**src/rtl/coolgirl_pkg.sv**
```systemverilog
// Shared constants for the COOLGIRL configuration register block: register indices,
// R4 bit layout, reset values and the reset-vector detector state type.
package coolgirl_pkg;

    localparam logic [2:0] R0 = 3'd0;
    localparam logic [2:0] R1 = 3'd1;
    localparam logic [2:0] R2 = 3'd2;
    localparam logic [2:0] R3 = 3'd3;
    localparam logic [2:0] R4 = 3'd4;
    localparam logic [2:0] R5 = 3'd5;
    localparam logic [2:0] R6 = 3'd6;
    localparam logic [2:0] R7 = 3'd7;

    // R4 field positions; sram_page occupies two bits starting at R4_SRAM_PAGE
    localparam int unsigned R4_SRAM_PAGE   = 0;
    localparam int unsigned R4_SRAM_EN     = 2;
    localparam int unsigned R4_ROM_6000    = 3;
    localparam int unsigned R4_PRG_WE      = 4;
    localparam int unsigned R4_CHR_WE      = 5;
    localparam int unsigned R4_FOUR_SCREEN = 6;
    localparam int unsigned R7_LOCKOUT     = 7;

    localparam logic [7:0] R0_RST   = 8'h00;
    localparam logic [4:0] R1_RST   = 5'h00;
    localparam logic [6:0] R2_RST   = 7'h00;
    localparam logic [4:0] R3_RST   = 5'h00;
    localparam logic [6:0] R4_RST   = 7'h00;
    localparam logic [7:0] R5_RST   = 8'h00;
    localparam logic       R6_RST   = 1'b0;
    localparam logic       LOCK_RST = 1'b0;

    localparam logic [2:0]  WIN_5000 = 3'b101;
    localparam logic [14:0] VEC_LO   = 15'h7FFC;
    localparam logic [14:0] VEC_HI   = 15'h7FFD;

    typedef enum logic {
        IDLE,
        GOT_LO
    } vec_state_e;

endpackage

```
**src/rtl/coolgirl_cfg_regs_if.sv**
```systemverilog
// CPU bus as seen by the configuration registers; the bench or CPU side is the master.
interface coolgirl_cfg_regs_if;
    logic        romsel;
    logic        cpu_rw_in;
    logic [14:0] cpu_addr_in;
    logic [7:0]  cpu_data_in;

    modport master (output romsel, output cpu_rw_in, output cpu_addr_in, output cpu_data_in);
    modport slave  (input romsel, input cpu_rw_in, input cpu_addr_in, input cpu_data_in);
endinterface

```
**src/rtl/coolgirl_vector_detect.sv**
```systemverilog
// Watches for the CPU fetching the reset vector ($FFFC then $FFFD) and raises a
// single-cycle restore pulse during the $FFFD read.
module coolgirl_vector_detect
    import coolgirl_pkg::*;
(
    input  logic        m2,
    input  logic        reset,
    input  logic        romsel,
    input  logic        cpu_rw_in,
    input  logic [14:0] cpu_addr_in,
    output logic        restore
);

    vec_state_e state_q;
    logic       rd_lo;
    logic       rd_hi;

    assign rd_lo = cpu_rw_in && !romsel && (cpu_addr_in == VEC_LO);
    assign rd_hi = cpu_rw_in && !romsel && (cpu_addr_in == VEC_HI);

    always_ff @(posedge m2) begin
        if (reset) begin
            state_q <= IDLE;
        end else begin
            case (state_q)
                IDLE:   state_q <= rd_lo ? GOT_LO : IDLE;
                GOT_LO: state_q <= rd_lo ? GOT_LO : IDLE;
            endcase
        end
    end

    // Decoded from the live bus so the restore lands on the edge that samples $FFFD.
    assign restore = (state_q == GOT_LO) && rd_hi && !reset;

endmodule

```
**src/rtl/coolgirl_cfg_regs.sv**
```systemverilog
// COOLGIRL mapper configuration registers at $5000-$5FFF (8 mirrored registers),
// with write lockout and restore-to-menu on a CPU reset-vector fetch.
module coolgirl_cfg_regs
    import coolgirl_pkg::*;
#(
    parameter int unsigned USE_FOUR_SCREEN = 1,
    parameter int unsigned MAPPER_BITS     = 5
) (
    input  logic                   m2,
    input  logic                   reset,
    coolgirl_cfg_regs_if.slave     bus,
    output logic [12:0]            cpu_base,
    output logic [6:0]             prg_mask,
    output logic [4:0]             chr_mask,
    output logic [1:0]             sram_page,
    output logic                   sram_enabled,
    output logic                   map_rom_on_6000,
    output logic                   prg_write_enabled,
    output logic                   chr_write_enabled,
    output logic                   four_screen,
    output logic                   menu_on_reset,
    output logic                   lockout,
    output logic [MAPPER_BITS-1:0] mapper_sel,
    output logic                   mapper_reset
);

    logic [7:0]             r0_q;
    logic [4:0]             r1_q;
    logic [6:0]             r2_q;
    logic [4:0]             r3_q;
    logic [6:0]             r4_q;
    logic [MAPPER_BITS-1:0] r5_q;
    logic                   r6_q;
    logic                   lock_q;
    logic                   mres_q;

    logic       wr;
    logic [2:0] idx;
    logic       restore_req;
    logic       restore;
    logic       unused_addr;

    coolgirl_vector_detect u_vector_detect (
        .m2          (m2),
        .reset       (reset),
        .romsel      (bus.romsel),
        .cpu_rw_in   (bus.cpu_rw_in),
        .cpu_addr_in (bus.cpu_addr_in),
        .restore     (restore_req)
    );

    assign wr = bus.romsel && !bus.cpu_rw_in && (bus.cpu_addr_in[14:12] == WIN_5000) && !lock_q;
    assign idx         = bus.cpu_addr_in[2:0];
    assign restore     = restore_req && r6_q;
    assign unused_addr = ^bus.cpu_addr_in[11:3];

    always_ff @(posedge m2) begin
        if (reset) begin
            r0_q   <= R0_RST;
            r1_q   <= R1_RST;
            r2_q   <= R2_RST;
            r3_q   <= R3_RST;
            r4_q   <= R4_RST;
            r5_q   <= R5_RST[MAPPER_BITS-1:0];
            r6_q   <= R6_RST;
            lock_q <= LOCK_RST;
            mres_q <= 1'b0;
        end else if (restore) begin
            // Back to the menu: everything but menu_on_reset, and the lockout is lifted.
            r0_q   <= R0_RST;
            r1_q   <= R1_RST;
            r2_q   <= R2_RST;
            r3_q   <= R3_RST;
            r4_q   <= R4_RST;
            r5_q   <= R5_RST[MAPPER_BITS-1:0];
            lock_q <= LOCK_RST;
            mres_q <= 1'b1;
        end else begin
            mres_q <= 1'b0;
            if (wr) begin
                case (idx)
                    R0: r0_q <= bus.cpu_data_in;
                    R1: r1_q <= bus.cpu_data_in[4:0];
                    R2: r2_q <= bus.cpu_data_in[6:0];
                    R3: r3_q <= bus.cpu_data_in[4:0];
                    R4: r4_q <= bus.cpu_data_in[6:0];
                    R5: begin
                        r5_q   <= bus.cpu_data_in[MAPPER_BITS-1:0];
                        mres_q <= 1'b1;
                    end
                    R6: r6_q <= bus.cpu_data_in[0];
                    R7: if (bus.cpu_data_in[R7_LOCKOUT]) lock_q <= 1'b1;
                endcase
            end
        end
    end

    assign cpu_base          = {r0_q, r1_q};
    assign prg_mask          = r2_q;
    assign chr_mask          = r3_q;
    assign sram_page         = r4_q[R4_SRAM_PAGE +: 2];
    assign sram_enabled      = r4_q[R4_SRAM_EN];
    assign map_rom_on_6000   = r4_q[R4_ROM_6000];
    assign prg_write_enabled = r4_q[R4_PRG_WE];
    assign chr_write_enabled = r4_q[R4_CHR_WE];
    assign four_screen       = (USE_FOUR_SCREEN != 0) ? r4_q[R4_FOUR_SCREEN] : 1'b0;
    assign menu_on_reset     = r6_q;
    assign lockout           = lock_q;
    assign mapper_sel        = r5_q;
    assign mapper_reset      = mres_q;

endmodule

```
**src/flat_wrapper.sv**
```systemverilog
// flat-port wrapper written by rule: the top's interface ports become plain ports
module coolgirl_cfg_regs_flat import coolgirl_pkg::*;
#(
    parameter int unsigned USE_FOUR_SCREEN = 1,
    parameter int unsigned MAPPER_BITS     = 5
)
  (m2, reset, cpu_base, prg_mask, chr_mask, sram_page, sram_enabled, map_rom_on_6000, prg_write_enabled, chr_write_enabled, four_screen, menu_on_reset, lockout, mapper_sel, mapper_reset, bus_romsel, bus_cpu_rw_in, bus_cpu_addr_in, bus_cpu_data_in);
  coolgirl_cfg_regs_if bus_i ();
  input  logic m2;
  input  logic reset;
  output logic [12:0] cpu_base;
  output logic [6:0] prg_mask;
  output logic [4:0] chr_mask;
  output logic [1:0] sram_page;
  output logic sram_enabled;
  output logic map_rom_on_6000;
  output logic prg_write_enabled;
  output logic chr_write_enabled;
  output logic four_screen;
  output logic menu_on_reset;
  output logic lockout;
  output logic [MAPPER_BITS-1:0] mapper_sel;
  output logic mapper_reset;
  input wire logic [$bits(bus_i.romsel)-1:0] bus_romsel;
  input wire logic [$bits(bus_i.cpu_rw_in)-1:0] bus_cpu_rw_in;
  input wire logic [$bits(bus_i.cpu_addr_in)-1:0] bus_cpu_addr_in;
  input wire logic [$bits(bus_i.cpu_data_in)-1:0] bus_cpu_data_in;
  assign bus_i.romsel = bus_romsel;
  assign bus_i.cpu_rw_in = bus_cpu_rw_in;
  assign bus_i.cpu_addr_in = bus_cpu_addr_in;
  assign bus_i.cpu_data_in = bus_cpu_data_in;
  coolgirl_cfg_regs #(.USE_FOUR_SCREEN(USE_FOUR_SCREEN), .MAPPER_BITS(MAPPER_BITS)) u_core (.m2(m2), .reset(reset), .bus(bus_i), .cpu_base(cpu_base), .prg_mask(prg_mask), .chr_mask(chr_mask), .sram_page(sram_page), .sram_enabled(sram_enabled), .map_rom_on_6000(map_rom_on_6000), .prg_write_enabled(prg_write_enabled), .chr_write_enabled(chr_write_enabled), .four_screen(four_screen), .menu_on_reset(menu_on_reset), .lockout(lockout), .mapper_sel(mapper_sel), .mapper_reset(mapper_reset));
endmodule
```
**config.mk**
```make
export PLATFORM = sky130hd
export DESIGN_NAME = coolgirl_cfg_regs_flat
export DESIGN_NICKNAME = d
export VERILOG_FILES = /design/src/rtl/coolgirl_pkg.sv /design/src/rtl/coolgirl_cfg_regs_if.sv /design/src/rtl/coolgirl_vector_detect.sv /design/src/rtl/coolgirl_cfg_regs.sv /design/src/flat_wrapper.sv
export SDC_FILE = /design/constraint.sdc
export NUM_CORES = 1
export LEC_CHECK = 0
export CELL_PAD_IN_SITES_DETAIL_PLACEMENT = 1
export CELL_PAD_IN_SITES_GLOBAL_PLACEMENT = 1
export CORE_ASPECT_RATIO = 0.5
export CORE_MARGIN = 2
export CORE_UTILIZATION = 35
export CTS_BUF_LIST = sky130_fd_sc_hd__clkbuf_8
export CTS_CLUSTER_SIZE = 12
export DETAILED_ROUTE_END_ITERATION = 8
export GPL_ROUTABILITY_DRIVEN = 0
export PLACE_DENSITY_LB_ADDON = 0.3
export RECOVER_POWER = 50
export SLEW_MARGIN = 20
export SYNTH_ARGS = -nofsm -noshare
export SYNTH_HDL_FRONTEND = slang
export SYNTH_SLANG_ARGS = --single-unit
```
**constraint.sdc**
```tcl
create_clock -name m2 -period 3.7 [get_ports m2]
set_clock_uncertainty 0.1 [all_clocks]
set_input_delay 0.74 -clock m2 [delete_from_list [all_inputs] [get_ports m2]]
set_output_delay 0.74 -clock m2 [all_outputs]
set_load 0.1 [all_outputs]
```
==> metrics, run 1 <==
status completed; Max Root-Sink Buffers 2; Resized cells post-CTS 0; crit path to u_core.r0_q[4]$_SDFFE_PP0P_; Buffers on Ports between 60 and 70; CP Launch Type input pin; die boundary height 52.41 microns; Root Buffer clkbuf_8; max incr delay on CP ~0.69 ns; worst slew pin tran 1.007 ns; Post-Syn Instances about 150; Setup Buffers After CTS 0; GRT Util Overall approximately 17%; vias per cell just under 5; synthesized net count 181; # setup viols final 0; Final period util 76.23%; setup TNS 0 ns; Core Util, Final approximately 55%; largest net degree at the start of global routing 39; Total Wirelength between 4 and 5 mm; share of cells above drive strength 1 9.459%; Core Rows 17; Residual DRC 0; R2R depth 4; Area Overhead vs Synth 49.81%; Avg Cell Area, Syn about 11 sq um; via count between 1,000 and 1,500; Max Freq 0.3546 GHz; minimum clock period between 2 and 3 ns; core area about 4400 sq um; R2R setup slack 1.62 ns; ant diodes 0; clock sink count 41; GRT overflow 0; IO Count 67; die footprint 5284 sq um; first-pass GRT wire length between 6 and 7 mm; Data arrival, critical path 2.88 ns; First-pass DRT Iterations 4; standby leakage power between 0.001 and 0.0015 uW; starting DRC count in detailed routing 41; vias in the first global route approximately 1,400; H-tree depth reported by CTS 2; Crit. Startpoint bus_cpu_addr_in[2]; slowest CP cell dlygate4sd3_1; Final Hold Viols 0; hold bufs inserted after CTS 0; sequential-to-total area share from yosys stat roughly half; YS warnings 0; RSZ-0062 raised after global routing no; Crit Path Class in -> reg; # nets final ~250; Mapped Area 1640 sq um; Final Max Slew Viols 0; initial core utilization a little under two fifths; Worst EP required 3.75 ns; crit-path cells dlygate4sd3_1 -> nand2b_1 -> nor4_1 -> a31o_2 -> clkbuf_2 -> nor2_1; Worst-Skew Late Latency 0.29 ns; Crit Path Max Fanout 38; initial antenna violation count 0; critical path endpoint category flop; Rel. slew slack 32.67%; post-synthesis sequential element count 41; maximum vdd ir drop 160.5 uV; Die W roughly 100 microns; CTS tree done; most frequent cells in the layout clkdlybuf4s50_1, dfxtp_1, mux2i_1; WL/cell around 15 microns; post-DP HPWL 3.145 mm; PD cells 357.6 nW/um^2; R2R Path Start u_core.lockout$_SDFFE_PP0P_; commonest non-fill, non-tap cell in the layout clkdlybuf4s50_1; Max-Cap Viols 0; TritonCTS Buffers 5; final std cells w/o fill 279; Hold Crit Class reg -> reg; clock slew at reported path FFs 0.08 ns; worst reg2reg endpoint u_core.r4_q[4]$_SDFFE_PP0P_; Unique masters post-synth 29; placed insts 271; DRT antenna net count 0
registers in the layout, summed over array words and instances, names as in the netlist:
| name | cells |
|---|---|
| u_core.r4_q | 7 |
| u_core.mapper_reset | 1 |
| u_core.chr_mask | 5 |
| u_core.prg_mask | 7 |
| u_core.menu_on_reset | 1 |
| u_core.r1_q | 5 |
| u_core.mapper_sel | 5 |
| u_core.u_vector_detect.state_q | 1 |
| u_core.r0_q | 8 |
| u_core.lockout | 1 |
report_power, final:
group / leakage [uW] / total, uW / switching, uW / internal, uW
registers: 0.000330 / 442 / 0.531 / 442
logic: 0.000788 / 68.5 / 35.5 / 33.0
clock network: 0.0000626 / 368 / 151 / 217
total: 0.00118 / 879 / 187 / 692
worst min-delay path by stage:
| stage | from | end | slack [ns] | depth (start not counted) |
|---|---|---|---|---|
| finish | u_core.r4_q[1]$_SDFFE_PP0P_ | u_core.r4_q[1]$_SDFFE_PP0P_ | 0.39 | 2 |
| CTS | u_core.r0_q[7]$_SDFFE_PP0P_ | u_core.r0_q[7]$_SDFFE_PP0P_ | 0.41 | 2 |
| global placement | u_core.chr_mask[0]$_SDFFE_PP0P_ | u_core.chr_mask[0]$_SDFFE_PP0P_ | 0.38 | 2 |
| floorplan | u_core.u_vector_detect.state_q$_SDFF_PP0_ | u_core.mapper_reset$_SDFF_PP0_ | 0.51 | 3 |
| global route | u_core.r0_q[7]$_SDFFE_PP0P_ | u_core.r0_q[7]$_SDFFE_PP0P_ | 0.43 | 2 |
| detailed placement | u_core.r4_q[1]$_SDFFE_PP0P_ | u_core.r4_q[1]$_SDFFE_PP0P_ | 0.39 | 2 |
metal layers:
layer	GRT usage, %	share of wire, %	up-vias
li1	-	-	664
met1	21.31	46	661
met2	28.89	46	39
met3	4.667	5.8	7
met4	8.219	1.8	0
met5	0	0	-
worst max-delay path: cells and delay by family:
| kind | cells | cell delay [ns] |
|---|---|---|
| and+or+nand+nor | 3 | 0.60 |
| AOI/OAI and AO/OA | 1 | 0.22 |
| buffers and inverters | 2 | 1.29 |
cells in the mapped netlist:
cell type	instances	area (sq um)
nor2_1	35	131.4
mux2i_1	38	380.4
nor2b_1	2	12.51
and4b_1	2	20.02
nand4_1	2	12.51
a31oi_1	1	6.260
dfxtp_1	41	820.8
and4_1	1	8.760
nand3b_1	1	7.510
buf_2	5	25.02
nor4b_2	1	15.01
nor3_1	1	5.000
nand3_2	1	10.01
a21oi_1	1	5.000
nor3b_1	1	7.510
nor2_2	5	31.28
nand4_2	3	37.54
nand2b_1	1	6.260
and2_1	1	6.260
clkbuf_1	2	7.510
a31o_2	1	8.760
nor4b_4	1	23.77
buf_4	1	7.510
and3_1	1	6.260
nand4b_1	1	8.760
nand2_1	1	3.750
nand3_1	1	5.000
or4b_4	1	13.76
nor4_1	1	6.260
cells by family (layout without fill, tap and decap cells):
| group | Yosys count | count (layout) | share of synthesized area, % |
|---|---|---|---|
| mux | 38 | 38 | 23.19 |
| simple gates | 64 | 64 | 23.11 |
| flops | 41 | 41 | 50.04 |
| compound gates | 3 | 3 | 1.220 |
| buf+inv | 8 | 76 | 2.441 |
final cells by class:
type,count,area [sq um]
clock buffers,6,82.58
clock inverters,2,33.78
fillers,503,1988
multi-input cells,105,775.7
flip-flops and latches,41,820.8
well taps,57,71.32
repair buffers,68,673.1
metrics by stage:
step / cell area (sq um) / worst slack [ns] / power, uW / hold slack [ns]
5_1_grt: 2457 / 0.6320 / 911.9 / 0.4301
6_report: 2457 / 0.8797 / 878.8 / 0.3940
3_3_place_gp: 2347 / 0.8198 / 522.3 / 0.3770
3_5_place_dp: 2347 / 0.7595 / 522.7 / 0.3877
2_1_floorplan: 1640 / 1.452 / 482.7 / 0.5072
4_1_cts: 2464 / 0.9724 / 891.0 / 0.4053
No activity file was read; power rests on OpenSTA's default activity.
==> run 2: changes to the inputs <==
CORE_UTILIZATION = 30   (was 35)
clock period = 2.4 ns   (was 3.7 ns; I/O delays follow)
==> metrics, run 2 (same netlist as run 1, synthesis figures left out) <==
status completed; clock sink count 41 (unchanged); area of the multi-input gates 779.5 sq um (+0.48%); Final period util 87.48%; setup TNS 0 ns (unchanged); initial core utilization 32.23% (-4.7 points); # setup viols final 0 (unchanged); Area Overhead vs Synth 41.34%; IO Count 67 (unchanged); setup slack after layout 0.3004 ns (-0.5793 ns); vias in the first global route 1,450 (+1.3%); most frequent cells in the layout dfxtp_1, mux2i_1, nor2_1; core area 5090 sq um (+14%); Rel. slew slack 22.29% (-10 points); GRT overflow 0 (unchanged); Max Root-Sink Buffers 2 (unchanged); Fillers 605 (+20%); via count 1,389 (+1.3%); Max Freq 0.4763 GHz; worst slew pin tran 1.171 ns (+0.1639 ns); starting DRC count in detailed routing 36 (-12%); DRT antenna net count 0 (unchanged); Data arrival, critical path 2.19 ns (-0.69 ns); first-pass GRT wire length 7.286 mm (+7.4%); hold bufs inserted after CTS 0 (unchanged); total power 1255 uW (+43%); post-DP HPWL 3.378 mm (+7.4%); critical path endpoint category flop; setup slack at placement -0.01307 ns (-0.7725 ns); Die W 108.6 microns (+7.7%); CTS tree done; initial antenna violation count 0 (unchanged); Crit Path Max Fanout 5 (-87%); GRT Util Overall 15.34% (-2.1 points); Worst-Skew Late Latency 0.28 ns (about the same); Crit Path Class in -> reg; TritonCTS Buffers 5 (unchanged); Resized cells post-CTS 0 (unchanged); RSZ-0062 raised after global routing no; max reg flops 8 (unchanged); Most flops, register u_core.r0_q; Max-Cap Viols 0 (unchanged); CP Launch Type input pin; commonest non-fill, non-tap cell in the layout dfxtp_1; met3 WL post-DR 286 microns (+16%); die boundary height 56.29 microns (+7.4%); ant diodes 0 (unchanged); DR top layer met4; minimum clock period 2.100 ns; # nets final 256 (+3.2%); vias per cell 4.630 (-5.8%); Final Hold Viols 0 (unchanged); sequential cell area 820.8 sq um (unchanged); maximum vdd ir drop 203.7 uV (+27%); Root Buffer clkbuf_8; die footprint 6111 sq um (+16%); Total Wirelength 4.502 mm (+6.0%); Setup Buffers After CTS 0 (unchanged); Buffers on Ports 66 (unchanged); First-pass DRT Iterations 4 (unchanged); Residual DRC 0 (unchanged); clock slew at reported path FFs 0.09 ns (about the same); Hold Crit Class reg -> reg; largest net degree at the start of global routing 19 (-51%); Core Rows 18 (+1); standby leakage power 0.001151 uW (-2.5%); H-tree depth reported by CTS 2 (unchanged); metal2 WL 2.119 mm (+7.5%); WL/cell 15.01 microns (-1.4%); WL met1 2.077 mm (+6.5%); Worst EP required 2.49 ns (-1.26 ns); Final Max Slew Viols 0 (unchanged); share of cells above drive strength 1 23.91% (+14 points); PD cells 541.4 nW/um^2 (+51%)
## run 2: changes by cell type in the layout (fill, tap and decap cells not counted), moves of 2 or more
cell	previous run	this run
dlygate4sd3_1	17	0
clkbuf_2	1	24
buf_12	0	2
buf_4	1	8
clkdlybuf4s50_1	49	26
clkbuf_1	0	15
## run 2: power breakdown
| part | internal, uW | switching [uW] |
|---|---|---|
| logic | 61.4 | 60.4 |
| clock network | 206 | 245 |
| registers | 681 | 0.818 |
## run 2: routing by layer
metal  track usage (%)  up-vias
met5                 0        -
met4             3.297        0
met3             4.646        2
met2             25.62       37
met1             19.55      665
li1                  -      685
## run 2: per-stage QoR
stage	hold slack [ns]	area (sq um)	cells	util, %
after CTS	0.4084	2439	300	47.91
after detailed placement	0.3894	2349	292	46.14
after floorplan	0.4491	1640	154	-
after global routing	0.4378	2318	300	45.55
after global placement	0.3779	2349	292	46.14
final	0.4031	2318	300	45.55
## run 2: worst max-delay path: stages
cell             delay, ns
clkdlybuf4s50_1       0.50
or4b_4                0.50
nor4b_4               0.23
buf_4                 0.20
mux2i_1               0.25
nor2_2                0.04
## run 2: final timing paths
path	start	end	slack [ns]	cells past startpoint
min	u_core.r1_q[3]$_SDFFE_PP0P_	u_core.r1_q[3]$_SDFFE_PP0P_	0.40	2
max reg2reg	u_core.lockout$_SDFFE_PP0P_	u_core.r1_q[1]$_SDFFE_PP0P_	0.57	5
max	bus_romsel	u_core.r1_q[1]$_SDFFE_PP0P_	0.30	6
min reg2reg	u_core.r1_q[3]$_SDFFE_PP0P_	u_core.r1_q[3]$_SDFFE_PP0P_	0.40	2
## run 2: final cells by class
type                    count  area share, %
well taps                  70          3.778
flip-flops and latches     41          35.40
clock buffers               5          2.968
multi-input cells         105          33.62
clock inverters             3         0.9174
repair buffers             76          23.31
